File: src/rtl/counter_scheduler_if.sv
`default_nettype none
// ============================================================================
//  Module   : counter_scheduler_if
//  Purpose  : Signal bundle between the round-robin scheduler, its requesters
//             and the shared Counter busy-timer.
//  Revision : 1.0 - initial release
// ============================================================================
interface counter_scheduler_if #(
    parameter int NREQ = 4
) ();
    localparam int OWNER_W = $clog2(NREQ);

    logic [NREQ-1:0]    req;
    logic [NREQ-1:0]    grant;
    logic [NREQ-1:0]    done;
    logic [OWNER_W-1:0] owner;
    logic               owner_valid;
    logic               startSignal__ENA;
    logic               startSignal__RDY;
    logic               busy;
    logic               timeout;
    logic               timeout_clr;

    // Requesters plus the Counter: they drive requests and timer status.
    modport master (
        output req,
        output startSignal__RDY,
        output busy,
        output timeout_clr,
        input  grant,
        input  done,
        input  owner,
        input  owner_valid,
        input  startSignal__ENA,
        input  timeout
    );

    // The scheduler itself.
    modport slave (
        input  req,
        input  startSignal__RDY,
        input  busy,
        input  timeout_clr,
        output grant,
        output done,
        output owner,
        output owner_valid,
        output startSignal__ENA,
        output timeout
    );
endinterface
`default_nettype wire

File: src/rtl/counter_scheduler.sv
`default_nettype none
// ============================================================================
//  Module   : counter_scheduler
//  Purpose  : Round-robin owner selection for one shared Counter busy-timer.
//             Fires the timer start for the winner, waits for busy to drop,
//             returns a one-cycle done pulse, and flags a timer that never
//             goes idle through a sticky watchdog timeout.
//  Revision : 1.0 - initial release
// ============================================================================
module counter_scheduler #(
    parameter int NREQ     = 4,
    parameter int WATCHDOG = 65535
) (
    input  wire logic             CLK,
    input  wire logic             RST,
    counter_scheduler_if.slave    bus
);

    localparam int IDX_W = $clog2(NREQ);
    localparam int WD_W  = 16;
    localparam logic [WD_W-1:0] WD_LAST = WD_W'(WATCHDOG - 1);

    typedef enum logic [1:0] {
        ST_IDLE  = 2'd0,
        ST_START = 2'd1,
        ST_RUN   = 2'd2,
        ST_DRAIN = 2'd3
    } state_t;

    state_t            state_q, state_d;
    logic [IDX_W-1:0]  ptr_q, ptr_d;
    logic [IDX_W-1:0]  owner_q, owner_d;
    logic [NREQ-1:0]   grant_q, grant_d;
    logic [NREQ-1:0]   done_q, done_d;
    logic              owner_valid_q, owner_valid_d;
    logic              timeout_q, timeout_d;
    logic [WD_W-1:0]   wd_q, wd_d;

    logic              win_found;
    logic [IDX_W-1:0]  win_idx;
    logic [IDX_W:0]    cand;
    logic              start_ena;

    // The start strobe must react to RDY in the same cycle, so it is not registered.
    assign start_ena = (state_q == ST_START) && bus.startSignal__RDY;

    // Search requests upward from the pointer, wrapping at NREQ (works for non power-of-two NREQ).
    always_comb begin
        win_found = 1'b0;
        win_idx   = '0;
        cand      = '0;
        for (int i = 0; i < NREQ; i++) begin
            cand = {1'b0, ptr_q} + (IDX_W+1)'(i);
            if (cand >= (IDX_W+1)'(NREQ)) begin
                cand = cand - (IDX_W+1)'(NREQ);
            end
            if (!win_found && bus.req[cand[IDX_W-1:0]]) begin
                win_found = 1'b1;
                win_idx   = cand[IDX_W-1:0];
            end
        end
    end

    // Next-state and next-output logic for the grant / start / run / drain sequence.
    always_comb begin
        state_d       = state_q;
        ptr_d         = ptr_q;
        owner_d       = owner_q;
        grant_d       = grant_q;
        owner_valid_d = owner_valid_q;
        done_d        = '0;
        wd_d          = wd_q;
        // Clear first so that a watchdog set below overrides a same-cycle clear.
        timeout_d     = timeout_q & ~bus.timeout_clr;

        case (state_q)
            ST_IDLE: begin
                if (win_found && bus.startSignal__RDY) begin
                    owner_d       = win_idx;
                    grant_d       = NREQ'(1) << win_idx;
                    owner_valid_d = 1'b1;
                    ptr_d         = (win_idx == IDX_W'(NREQ - 1)) ? '0 : win_idx + IDX_W'(1);
                    state_d       = ST_START;
                end
            end
            ST_START: begin
                if (start_ena) begin
                    wd_d    = '0;
                    state_d = ST_RUN;
                end
            end
            ST_RUN: begin
                wd_d = wd_q + WD_W'(1);
                if (!bus.busy) begin
                    grant_d       = '0;
                    owner_valid_d = 1'b0;
                    done_d        = grant_q;
                    state_d       = ST_IDLE;
                end else if (wd_q == WD_LAST) begin
                    timeout_d     = 1'b1;
                    grant_d       = '0;
                    owner_valid_d = 1'b0;
                    done_d        = grant_q;
                    state_d       = ST_DRAIN;
                end
            end
            ST_DRAIN: begin
                // A hung timer must go idle before anyone else may use it.
                if (!bus.busy) begin
                    state_d = ST_IDLE;
                end
            end
            default: begin
                state_d = ST_IDLE;
            end
        endcase
    end

    // State and registered outputs; reset aborts any transfer without a done pulse.
    always_ff @(posedge CLK or posedge RST) begin
        if (RST) begin
            state_q       <= ST_IDLE;
            ptr_q         <= '0;
            owner_q       <= '0;
            grant_q       <= '0;
            done_q        <= '0;
            owner_valid_q <= 1'b0;
            timeout_q     <= 1'b0;
            wd_q          <= '0;
        end else begin
            state_q       <= state_d;
            ptr_q         <= ptr_d;
            owner_q       <= owner_d;
            grant_q       <= grant_d;
            done_q        <= done_d;
            owner_valid_q <= owner_valid_d;
            timeout_q     <= timeout_d;
            wd_q          <= wd_d;
        end
    end

    assign bus.grant            = grant_q;
    assign bus.done             = done_q;
    assign bus.owner            = owner_q;
    assign bus.owner_valid      = owner_valid_q;
    assign bus.timeout          = timeout_q;
    assign bus.startSignal__ENA = start_ena;

endmodule
`default_nettype wire

File: src/flat_wrapper.sv
// flat-port wrapper written by rule: the top's interface ports become plain ports
module counter_scheduler_flat 
#(
    parameter int NREQ     = 4,
    parameter int WATCHDOG = 65535
)
  (CLK, RST, bus_req, bus_startSignal__RDY, bus_busy, bus_timeout_clr, bus_grant, bus_done, bus_owner, bus_owner_valid, bus_startSignal__ENA, bus_timeout);
  counter_scheduler_if #(.NREQ(NREQ)) bus_i ();
  input  wire logic CLK;
  input  wire logic RST;
  input wire logic [$bits(bus_i.req)-1:0] bus_req;
  input wire logic [$bits(bus_i.startSignal__RDY)-1:0] bus_startSignal__RDY;
  input wire logic [$bits(bus_i.busy)-1:0] bus_busy;
  input wire logic [$bits(bus_i.timeout_clr)-1:0] bus_timeout_clr;
  output wire logic [$bits(bus_i.grant)-1:0] bus_grant;
  output wire logic [$bits(bus_i.done)-1:0] bus_done;
  output wire logic [$bits(bus_i.owner)-1:0] bus_owner;
  output wire logic [$bits(bus_i.owner_valid)-1:0] bus_owner_valid;
  output wire logic [$bits(bus_i.startSignal__ENA)-1:0] bus_startSignal__ENA;
  output wire logic [$bits(bus_i.timeout)-1:0] bus_timeout;
  assign bus_i.req = bus_req;
  assign bus_i.startSignal__RDY = bus_startSignal__RDY;
  assign bus_i.busy = bus_busy;
  assign bus_i.timeout_clr = bus_timeout_clr;
  assign bus_grant = bus_i.grant;
  assign bus_done = bus_i.done;
  assign bus_owner = bus_i.owner;
  assign bus_owner_valid = bus_i.owner_valid;
  assign bus_startSignal__ENA = bus_i.startSignal__ENA;
  assign bus_timeout = bus_i.timeout;
  counter_scheduler #(.NREQ(NREQ), .WATCHDOG(WATCHDOG)) u_core (.CLK(CLK), .RST(RST), .bus(bus_i));
endmodule
File: config.mk
export PLATFORM = sky130hd
export DESIGN_NAME = counter_scheduler_flat
export DESIGN_NICKNAME = d
export VERILOG_FILES = /design/src/rtl/counter_scheduler_if.sv /design/src/rtl/counter_scheduler.sv /design/src/flat_wrapper.sv
export SDC_FILE = /design/constraint.sdc
export NUM_CORES = 1
export LEC_CHECK = 0
export ABC_CLOCK_PERIOD_IN_PS = 4050
export CAP_MARGIN = 20
export CORE_ASPECT_RATIO = 1.25
export CORE_UTILIZATION = 55
export DETAILED_ROUTE_END_ITERATION = 8
export MAX_ROUTING_LAYER = met4
export PLACE_DENSITY = 0.8
export SYNTH_ARGS = -nofsm -noshare
export SYNTH_HDL_FRONTEND = slang
export SYNTH_SLANG_ARGS = --single-unit
File: constraint.sdc
create_clock -name CLK -period 4.05 [get_ports CLK]
set_input_delay 0.6075 -clock CLK [delete_from_list [all_inputs] [get_ports CLK]]
set_output_delay 0.6075 -clock CLK [all_outputs]
set_load 0.02 [all_outputs]
==> results.py, run 1 <==
metrics = {
    "critical_path": {
        "crit_chain": "clkdlybuf4s50_1, nand3b_1, inv_1, clkdlybuf4s50_1",
        "crit_path_end_kind": "primary output",
        "critPathArrivalTime_ns": 2.32,
        "r2r_cells": 7,
        "critPathSlowestCell": "clkdlybuf4s50_1",
        "startpoint_type": "input pin",
        "critical_path_class": "in -> out",
        "slowest_delay_ns": 0.63,
        "cp_common_cell": "clkdlybuf4s50_1",
        "cp.required_ns": 3.44,
        "cp_max_fo": 14,
    },
    "worst_hold_path": {
        "min_path_cells": 1,
        "hold_class": "reg -> reg",
    },
    "placement": {
        "dp_hpwl_mm": 2.43,
        "portBuffers": 21,
        "place_congestion": 0.755,
        "placed_cells": 215,
    },
    "global_routing": {
        "grt_usage_pct": 25.6,
        "antenna_found_initial": 0,
        "grt_pass1_wl_mm": 6.02,
        "grt_pass1_vias": 1320,
        "grt_max_degree": 33,
        "grt_overflow": 0,
    },
    "timing": {
        "maxSlewViolCount": 0,
        "setup_tns_ns": 0,
        "final_hold_viol_count": 0,
        "rsz0062_at_grt": "no",
        "finalSetupViolCount": 0,
        "period_needed_ns": 2.93,
        "max_freq_mhz": 341,
        "worst_pin_slew_ns": 0.870,
        "min_period_over_period_pct": 72.4,
        "finClkSkew_ns": 0.0126,
        "slew_headroom_pct": 41.5,
    },
    "cells_and_area": {
        "final_cells": 222,
        "syn2layout_area_growth_pct": 16.7,
        "final_nets": 203,
        "final_common_cell": "dfrtp_1",
        "final_cell_mix": "32 x dfrtp_1, 21 x clkdlybuf4s50_1, 17 x nand2_1, 13 x o21ai_0, 12 x inv_1",
        "n_fill_cell": 221,
        "layout-drive-gt1-share_pct": 8.51,
        "n_antenna_cell": 0,
    },
    "routing": {
        "drc": 0,
        "drtIter0Drc": 46,
        "vias": 1355,
        "routed_via_density": 6.10,
        "ant_nets": 0,
        "routedWlPerCell_um": 15.4,
        "firstDrtPassIters": 4,
        "wirelength_mm": 3.42,
    },
    "synth": {
        "synth_top_area_cell": "dfrtp_1",
        "yosysTopAreaCellShare_pct": 48.5,
        "syn-cell-area_um2": 1650,
        "synth_nets": 181,
        "synthTopCellsByArea": "dfrtp_1 48%, ha_1 4.5%, o21ai_0 3.9%",
        "ys_warn_count": 0,
        "async_flop_share_pct": 100,
        "synthCells": 166,
        "synth_top_flop_cell": "dfrtp_1",
        "synth-edff-count": 0,
        "synth-seq-area-share_pct": 48.5,
        "syn_area_per_cell_um2": 9.95,
        "synth_cell_types": 41,
        "synth-seq-cells": 32,
    },
    "die": {
        "fp-row-count": 21,
        "coreArea_um2": 2760,
        "initial_core_util_pct": 59.9,
        "ios": 22,
        "die_h_um": 63.3,
        "die_x_um": 51.0,
        "die-area_um2": 3230,
    },
    "power_and_ir_drop": {
        "power.density_nw_per_um2": 516,
        "p_clk_share_pct": 17.1,
        "switchingPower_uw": 383,
        "combinationalPowerShare_pct": 36.7,
        "p_int_uw": 612,
        "swShare_pct": 38.5,
        "leakage_uw": 0.000815,
        "seqPwrFrac_pct": 46.1,
        "ir_drop_mv": 0.310,
    },
    "clock_network": {
        "cts_tree": "built",
        "cts_root_buf": "clkbuf_4",
        "postCtsHoldBufs": 0,
        "cts_buffer_depth": 2,
        "cts_buffers": 5,
        "insertion_delay_ns": 0.34,
        "htree_levels": 2,
        "cts_sinks": 32,
        "clkTransAtPathRegs_ns": 0.09,
        "cts-resized-gates": 0,
        "post-cts-setup-buffers": 0,
    },
    "outcome": {
        "outcome": "complete, no violations",
    },
    "job": {
        "cap_viol_max_count": 0,
    },
}
==> flip-flops by register name (all words and copies together), names as in the netlist <==
name                    flops
u_core.bus.owner_valid      1
u_core.state_q              2
u_core.wd_q                16
u_core.bus.owner            2
u_core.bus.done             4
u_core.ptr_q                2
u_core.bus.timeout          1
u_core.bus.grant            4
==> stage by stage <==
step | hold WS, ns | cell area (um2) | setup slack (ns) | utilization [%] | total power (uW)
CTS | 0.485 | 1930 | 1.12 | 69.9 | 1000
floorplan | 0.440 | 1650 | 2.09 | - | 691
finish | 0.492 | 1930 | 1.12 | 69.9 | 995
global route | 0.508 | 1930 | 1.02 | 69.9 | 1070
detailed placement | 0.472 | 1880 | 1.11 | 68.2 | 831
global placement | 0.454 | 1880 | 1.14 | 68.2 | 815
==> critical path: cells and delay by family <==
family        cells  cell delay [ns]
buf+inv           3             1.32
simple gates      1             0.39
==> cell families (layout without fill, tap and decap cells) <==
family | after synthesis | after routing | synth area share (%)
buf+inv | 20 | 42 | 5.00
fa+ha+maj | 6 | 6 | 4.55
mux | 4 | 4 | 2.58
xor+xnor | 1 | 1 | 0.530
compound gates | 52 | 52 | 22.0
flops | 32 | 32 | 48.5
simple gates | 51 | 51 | 16.8
==> power by group through the flow <==
stage	combinational, uW	clock, uW	sequential, uW
final	366	171	459
after global routing	406	193	471
after CTS	369	178	458
after detailed placement	368	0	463
after global placement	356	0	459
after floorplan	204	0	487
==> synth_stat cells (3+ instances only) <==
cell type,instances
o41ai_1,5
o31ai_1,4
nand4_1,3
o211ai_1,4
nor2_1,4
dfrtp_1,32
nand2_1,17
clkbuf_1,6
nand3_1,9
inv_1,12
ha_1,6
nand2b_1,3
o311ai_0,5
a22oi_1,4
a21oi_1,10
o21ai_0,13
==> final timing paths <==
path                                      start              endpoint  slack (ns)
max                        bus_startSignal__RDY  bus_startSignal__ENA        1.12
min                             u_core.wd_q[12]       u_core.wd_q[12]        0.49
max reg2reg                     u_core.ptr_q[1]   u_core.bus.grant[0]        2.01
min reg2reg                     u_core.wd_q[12]       u_core.wd_q[12]        0.49
max in group asynchronous                   RST        u_core.wd_q[3]        3.10
min in group asynchronous                   RST   u_core.bus.grant[1]        0.64
==> final cells by class <==
class	count	area, um2	area share, %
Timing Repair Buffer	23	225	11.7
Clock inverter	1	5.00	0.260
Clock buffer	6	41.3	2.14
Multi-Input combinational cell	114	768	39.8
Sequential cell	32	801	41.5
Tap cell	34	42.5	2.21
Inverter	12	45.0	2.34
==> metal layers <==
metal	part of all wire, %	global-route usage (%)	vias up	wire length [um]
li1	-	-	665	-
met1	44	30.4	659	1490
met2	53	40.0	27	1800
met3	3.3	7.97	4	114
met4	0.32	10.1	0	11
met5	0	-	-	0
No activity file was read; power rests on OpenSTA's default activity.
==> run 2, diff against run 1 <==
- ABC_CLOCK_PERIOD_IN_PS: 4050 -> 2700
- CORE_UTILIZATION: 55 -> 54
- PLACE_DENSITY: 0.8 -> 0.79
- clock period: 4.05 -> 2.7 ns (I/O delays scaled with it)
==> run 2 against run 1 <==
Effect of this change:
- register-to-register slack worse by 1.3 ns
- power is 56% higher
- clock power grew 76%
- combinational power is 52% higher
- hold slack got worse by 0.047 ns
- wire length down 0.79%
- critical endpoint unchanged
- core utilization is 2.6 points lower
- highest routed layer unchanged
- cell count up 1.8%
- global-route usage down 1.4 points
==> results.py, run 2 (synthesis results as in run 1) <==
metrics = {
    "timing": {
        "finalSetupViolCount": 0,
        "worst_pin_slew_ns": 0.840,
        "max_freq_mhz": 474,
        "hold_slack_ns": 0.445,
        "final_hold_viol_count": 0,
        "period_needed_ns": 2.11,
        "slew_headroom_pct": 43.5,
        "min_period_over_period_pct": 78.2,
        "finClkSkew_ns": 0.0113,
        "rsz0062_at_grt": "no",
        "setup_tns_ns": 0,
        "maxSlewViolCount": 0,
    },
    "cells_and_area": {
        "ff_latch_area_um2": 801,
        "n_antenna_cell": 0,
        "multi_input_area_um2": 768,
        "final_cell_mix": "32 x dfrtp_1, 21 x clkdlybuf4s50_1, 17 x nand2_1, 13 x o21ai_0, 12 x inv_1",
        "layout-drive-gt1-share_pct": 10.0,
        "syn2layout_area_growth_pct": 18.9,
        "fin_area_um2": 1960,
        "final_nets": 205,
        "final_common_cell": "dfrtp_1",
        "largest_register_ffs": 16,
        "n_fill_cell": 265,
        "regMostFlops": "u_core.wd_q",
    },
    "global_routing": {
        "grt_max_degree": 33,
        "antenna_found_initial": 0,
        "grt_pass1_vias": 1314,
        "grt_overflow": 0,
        "grt_usage_pct": 24.2,
        "grt_pass1_wl_mm": 5.75,
    },
    "die": {
        "die_x_um": 51.5,
        "fp-row-count": 22,
        "die_h_um": 63.8,
        "ios": 22,
        "initial_core_util_pct": 56.6,
        "coreArea_um2": 2920,
        "die-area_um2": 3290,
    },
    "clock_network": {
        "htree_levels": 2,
        "insertion_delay_ns": 0.34,
        "cts-resized-gates": 0,
        "cts_tree": "built",
        "cts_buffer_depth": 2,
        "postCtsHoldBufs": 0,
        "post-cts-setup-buffers": 0,
        "cts_sinks": 32,
        "cts_buffers": 5,
        "clkTransAtPathRegs_ns": 0.10,
        "cts_root_buf": "clkbuf_4",
    },
    "critical_path": {
        "slowest_delay_ns": 0.60,
        "critPathArrivalTime_ns": 1.71,
        "rr_endpoint": "u_core.bus.grant[0]",
        "cp.required_ns": 2.30,
        "cp_num_buf_inv": 2,
        "crit_path_end_kind": "primary output",
        "critical_path_class": "reg -> out",
        "cp_max_fo": 7,
        "startpoint_type": "flip-flop",
        "rrSetupSlack_ns": 0.71,
        "r2r_start": "u_core.ptr_q[1]",
        "critPathTopFamily": "buffers and inverters",
        "r2r_cells": 7,
        "crit_chain": "nand3b_1, inv_1, clkdlybuf4s50_1",
        "cp.depth": 3,
        "critPathSlowestCell": "clkdlybuf4s50_1",
    },
    "routing": {
        "ant_nets": 0,
        "firstDrtPassIters": 4,
        "routedWlPerCell_um": 15.0,
        "drc": 0,
        "routed_via_density": 6.07,
        "vias": 1372,
        "drtIter0Drc": 33,
        "wirelength_mm": 3.39,
    },
    "power_and_ir_drop": {
        "leakage_uw": 0.000832,
        "power.density_nw_per_um2": 789,
        "ir_drop_mv": 0.507,
    },
    "placement": {
        "dpl_cell_area_um2": 1900,
        "place_congestion": 0.815,
        "dp_hpwl_mm": 2.46,
        "portBuffers": 21,
    },
    "job": {
        "cap_viol_max_count": 0,
    },
    "worst_hold_path": {
        "hold_class": "in -> async",
    },
    "outcome": {
        "outcome": "complete, no violations",
    },
}
## run 2: how the worst max path moves through the flow
stage | from | endpoint
6_report | u_core.state_q[1] | bus_startSignal__ENA
3_3_place_gp | bus_req[0] | u_core.ptr_q[1]
4_1_cts | u_core.state_q[1] | bus_startSignal__ENA
3_5_place_dp | bus_req[0] | u_core.ptr_q[1]
5_1_grt | u_core.state_q[1] | bus_startSignal__ENA
2_1_floorplan | bus_req[0] | u_core.ptr_q[1]
## run 2: cell type report
class / count / area share [%]
Timing Repair Buffer: 25 / 12.2
Inverter: 12 / 2.29
Clock buffer: 7 / 3.31
Multi-Input combinational cell: 114 / 39.1
Sequential cell: 32 / 40.8
Tap cell: 36 / 2.29
## run 2: metal layers
metal,track usage [%],wire length [um],vias to the layer above
li1,-,-,665
met3,6.90,105,8
met4,11.5,77,0
met2,39.3,1770,29
met1,27.0,1440,670
met5,-,0,-
## run 2: where the power goes
group	switching, uW	internal, uW	total [uW]
Clock	154	147	301
Combinational	305	254	558
Sequential	114	576	690
## run 2: worst min-delay path, stage by stage
cell,delay [ns]
clkdlybuf4s50_1,0.39
inv_1,0.05
buf_4,0.36
## run 2: per-stage QoR
stage	power (uW)	std cells	util (%)	setup WS, ns
final	1550	226	67.3	0.588
after global routing	1650	226	67.3	0.491
after CTS	1560	226	67.3	0.555
after detailed placement	1250	219	65.1	0.234
after global placement	1230	219	65.1	0.363
after floorplan	1040	166	-	0.941
==> run 3, diff against run 2 <==
- ABC_CLOCK_PERIOD_IN_PS: 2700 -> 2050
- clock period: 2.7 -> 2.05 ns (I/O delays scaled with it)
==> run 3 against run 2 <==
Effect of this change:
- critical path depth is 3 higher
- count of clock-buffer cells in the layout stayed put
- final area is 3.6% higher
- die area stayed put
- hold slack worse by 0.11 ns
- wire length is 8.0% higher
- via count is 2.4% higher
- register-to-register slack worse by 0.58 ns
- sequential share of layout area is 1.4 points lower
- combinational power is 39% higher
- core utilization is 2.4 points higher
==> results.py, run 3 (synthesis results as in run 1) <==
metrics = {
    "critical_path": {
        "crit_chain": "inv_1, ha_1, nand3_1, or4_4, or2_0, a221oi_2",
        "critPathArrivalTime_ns": 2.16,
        "crit_path_end_kind": "flip-flop",
        "critPathSlowestCell": "dfrtp_1",
        "cp_num_buf_inv": 1,
        "cp.required_ns": 2.29,
        "cp_max_fo": 7,
        "r2r_cells": 6,
        "cp.depth": 6,
        "slowest_delay_ns": 0.45,
        "critPathTopFamily": "simple AND/OR/NAND/NOR gates",
        "startpoint_type": "flip-flop",
        "critical_path_class": "reg -> reg",
    },
    "placement": {
        "place_ws_ns": -0.0777,
        "dp_hpwl_mm": 2.63,
        "placed_cells": 224,
        "portBuffers": 21,
        "place_congestion": 0.784,
        "dpl_cell_area_um2": 1940,
    },
    "cells_and_area": {
        "n_fill_cell": 229,
        "largest_register_ffs": 16,
        "layout-drive-gt1-share_pct": 12.8,
        "ff_latch_area_um2": 801,
        "final_cells": 232,
        "regMostFlops": "u_core.wd_q",
        "final_nets": 210,
        "multi_input_area_um2": 768,
        "post-route-util_pct": 69.7,
        "final_cell_mix": "32 x dfrtp_1, 20 x clkdlybuf4s50_1, 17 x nand2_1, 13 x o21ai_0, 12 x inv_1",
        "fin_area_um2": 2030,
        "n_antenna_cell": 0,
        "syn2layout_area_growth_pct": 23.2,
        "final_common_cell": "dfrtp_1",
    },
    "timing": {
        "finClkSkew_ns": 0.0175,
        "max_freq_mhz": 522,
        "finalSetupViolCount": 0,
        "fin_ws_ns": 0.134,
        "slew_headroom_pct": 69.8,
        "final_hold_viol_count": 0,
        "min_period_over_period_pct": 93.5,
        "period_needed_ns": 1.92,
        "rsz0062_at_grt": "no",
        "worst_pin_slew_ns": 0.447,
        "maxSlewViolCount": 0,
    },
    "power_and_ir_drop": {
        "power.density_nw_per_um2": 1100,
        "total_power_uw": 2230,
        "p_int_uw": 1440,
        "switchingPower_uw": 789,
        "seqPwrFrac_pct": 41.0,
        "ir_drop_mv": 0.747,
        "swShare_pct": 35.3,
        "leakage_uw": 0.000888,
        "p_clk_share_pct": 24.1,
        "combinationalPowerShare_pct": 34.9,
    },
    "routing": {
        "routedWlPerCell_um": 15.8,
        "drtIter0Drc": 57,
        "drc": 0,
        "firstDrtPassIters": 4,
        "routed_via_density": 6.06,
        "wirelength_mm": 3.66,
        "ant_nets": 0,
        "vias": 1405,
    },
    "die": {
        "ios": 22,
        "fp-row-count": 22,
        "coreArea_um2": 2920,
        "initial_core_util_pct": 56.6,
        "die-area_um2": 3290,
        "die_x_um": 51.5,
        "die_h_um": 63.8,
    },
    "clock_network": {
        "postCtsHoldBufs": 0,
        "cts_root_buf": "clkbuf_4",
        "post-cts-setup-buffers": 0,
        "htree_levels": 2,
        "insertion_delay_ns": 0.34,
        "cts_buffers": 5,
        "cts_sinks": 32,
        "clkTransAtPathRegs_ns": 0.11,
        "cts_tree": "built",
        "cts-resized-gates": 0,
        "cts_buffer_depth": 2,
    },
    "global_routing": {
        "antenna_found_initial": 0,
        "grt_pass1_wl_mm": 6.42,
        "grt_pass1_vias": 1438,
        "grt_max_degree": 33,
        "grt_usage_pct": 27.1,
        "grt_overflow": 0,
    },
    "outcome": {
        "outcome": "complete, no violations",
    },
    "worst_hold_path": {
        "hold_class": "in -> async",
    },
    "job": {
        "cap_viol_max_count": 0,
    },
}
[run 3: layout make-up]
class | count | share of cell area [%]
clock inverters | 1 | 1.48
repair buffers | 30 | 13.8
flip-flops and latches | 32 | 39.4
multi-input cells | 114 | 37.8
clock buffers | 7 | 3.20
well taps | 36 | 2.21
inverters | 12 | 2.21
[run 3: power by group through the flow]
stage	Combinational [uW]	Clock, uW	Sequential (uW)
5_1_grt	869	579	937
4_1_cts	781	546	911
6_report	778	539	915
2_1_floorplan	403	0	963
3_5_place_dp	776	0	923
3_3_place_gp	745	0	911
[run 3: worst paths after layout]
path                            startpoint                 to  slack (ns)
hold / removal                         RST    u_core.wd_q[11]        0.34
min in group CLK           u_core.wd_q[12]    u_core.wd_q[12]        0.48
setup reg to reg            u_core.wd_q[0]  u_core.state_q[0]        0.13
max in group asynchronous              RST    u_core.ptr_q[0]        1.40
hold reg to reg            u_core.wd_q[12]    u_core.wd_q[12]        0.48
setup / recovery            u_core.wd_q[0]  u_core.state_q[0]        0.13
[run 3: stage by stage]
stage / hold slack, ns / setup TNS, ns
after floorplan: 0.394 / 0
after global placement: 0.455 / 0
after detailed placement: 0.469 / -0.313
after CTS: 0.356 / 0
after global routing: 0.375 / 0
final: 0.337 / 0
[run 3: worst register-to-register path: cells and delay by family (launching register included)]
| kind | cells | cell delay (ns) |
|---|---|---|
| AOI/OAI and AO/OA | 1 | 0.29 |
| adders and majority gates | 1 | 0.16 |
| buffers and inverters | 1 | 0.09 |
| DFF | 1 | 0.45 |
| and+or+nand+nor | 3 | 0.85 |
[run 3: routing by layer]
metal  part of all wire [%]  global-route usage [%]  vias up  wire length (um)
li1                       -                       -      680                 -
met1                     40                    30.9      681              1470
met2                     54                    45.1       37              1980
met3                    4.1                    6.90        7               150
met4                    1.7                    10.1        0                61
met5                      0                       -        -                 0
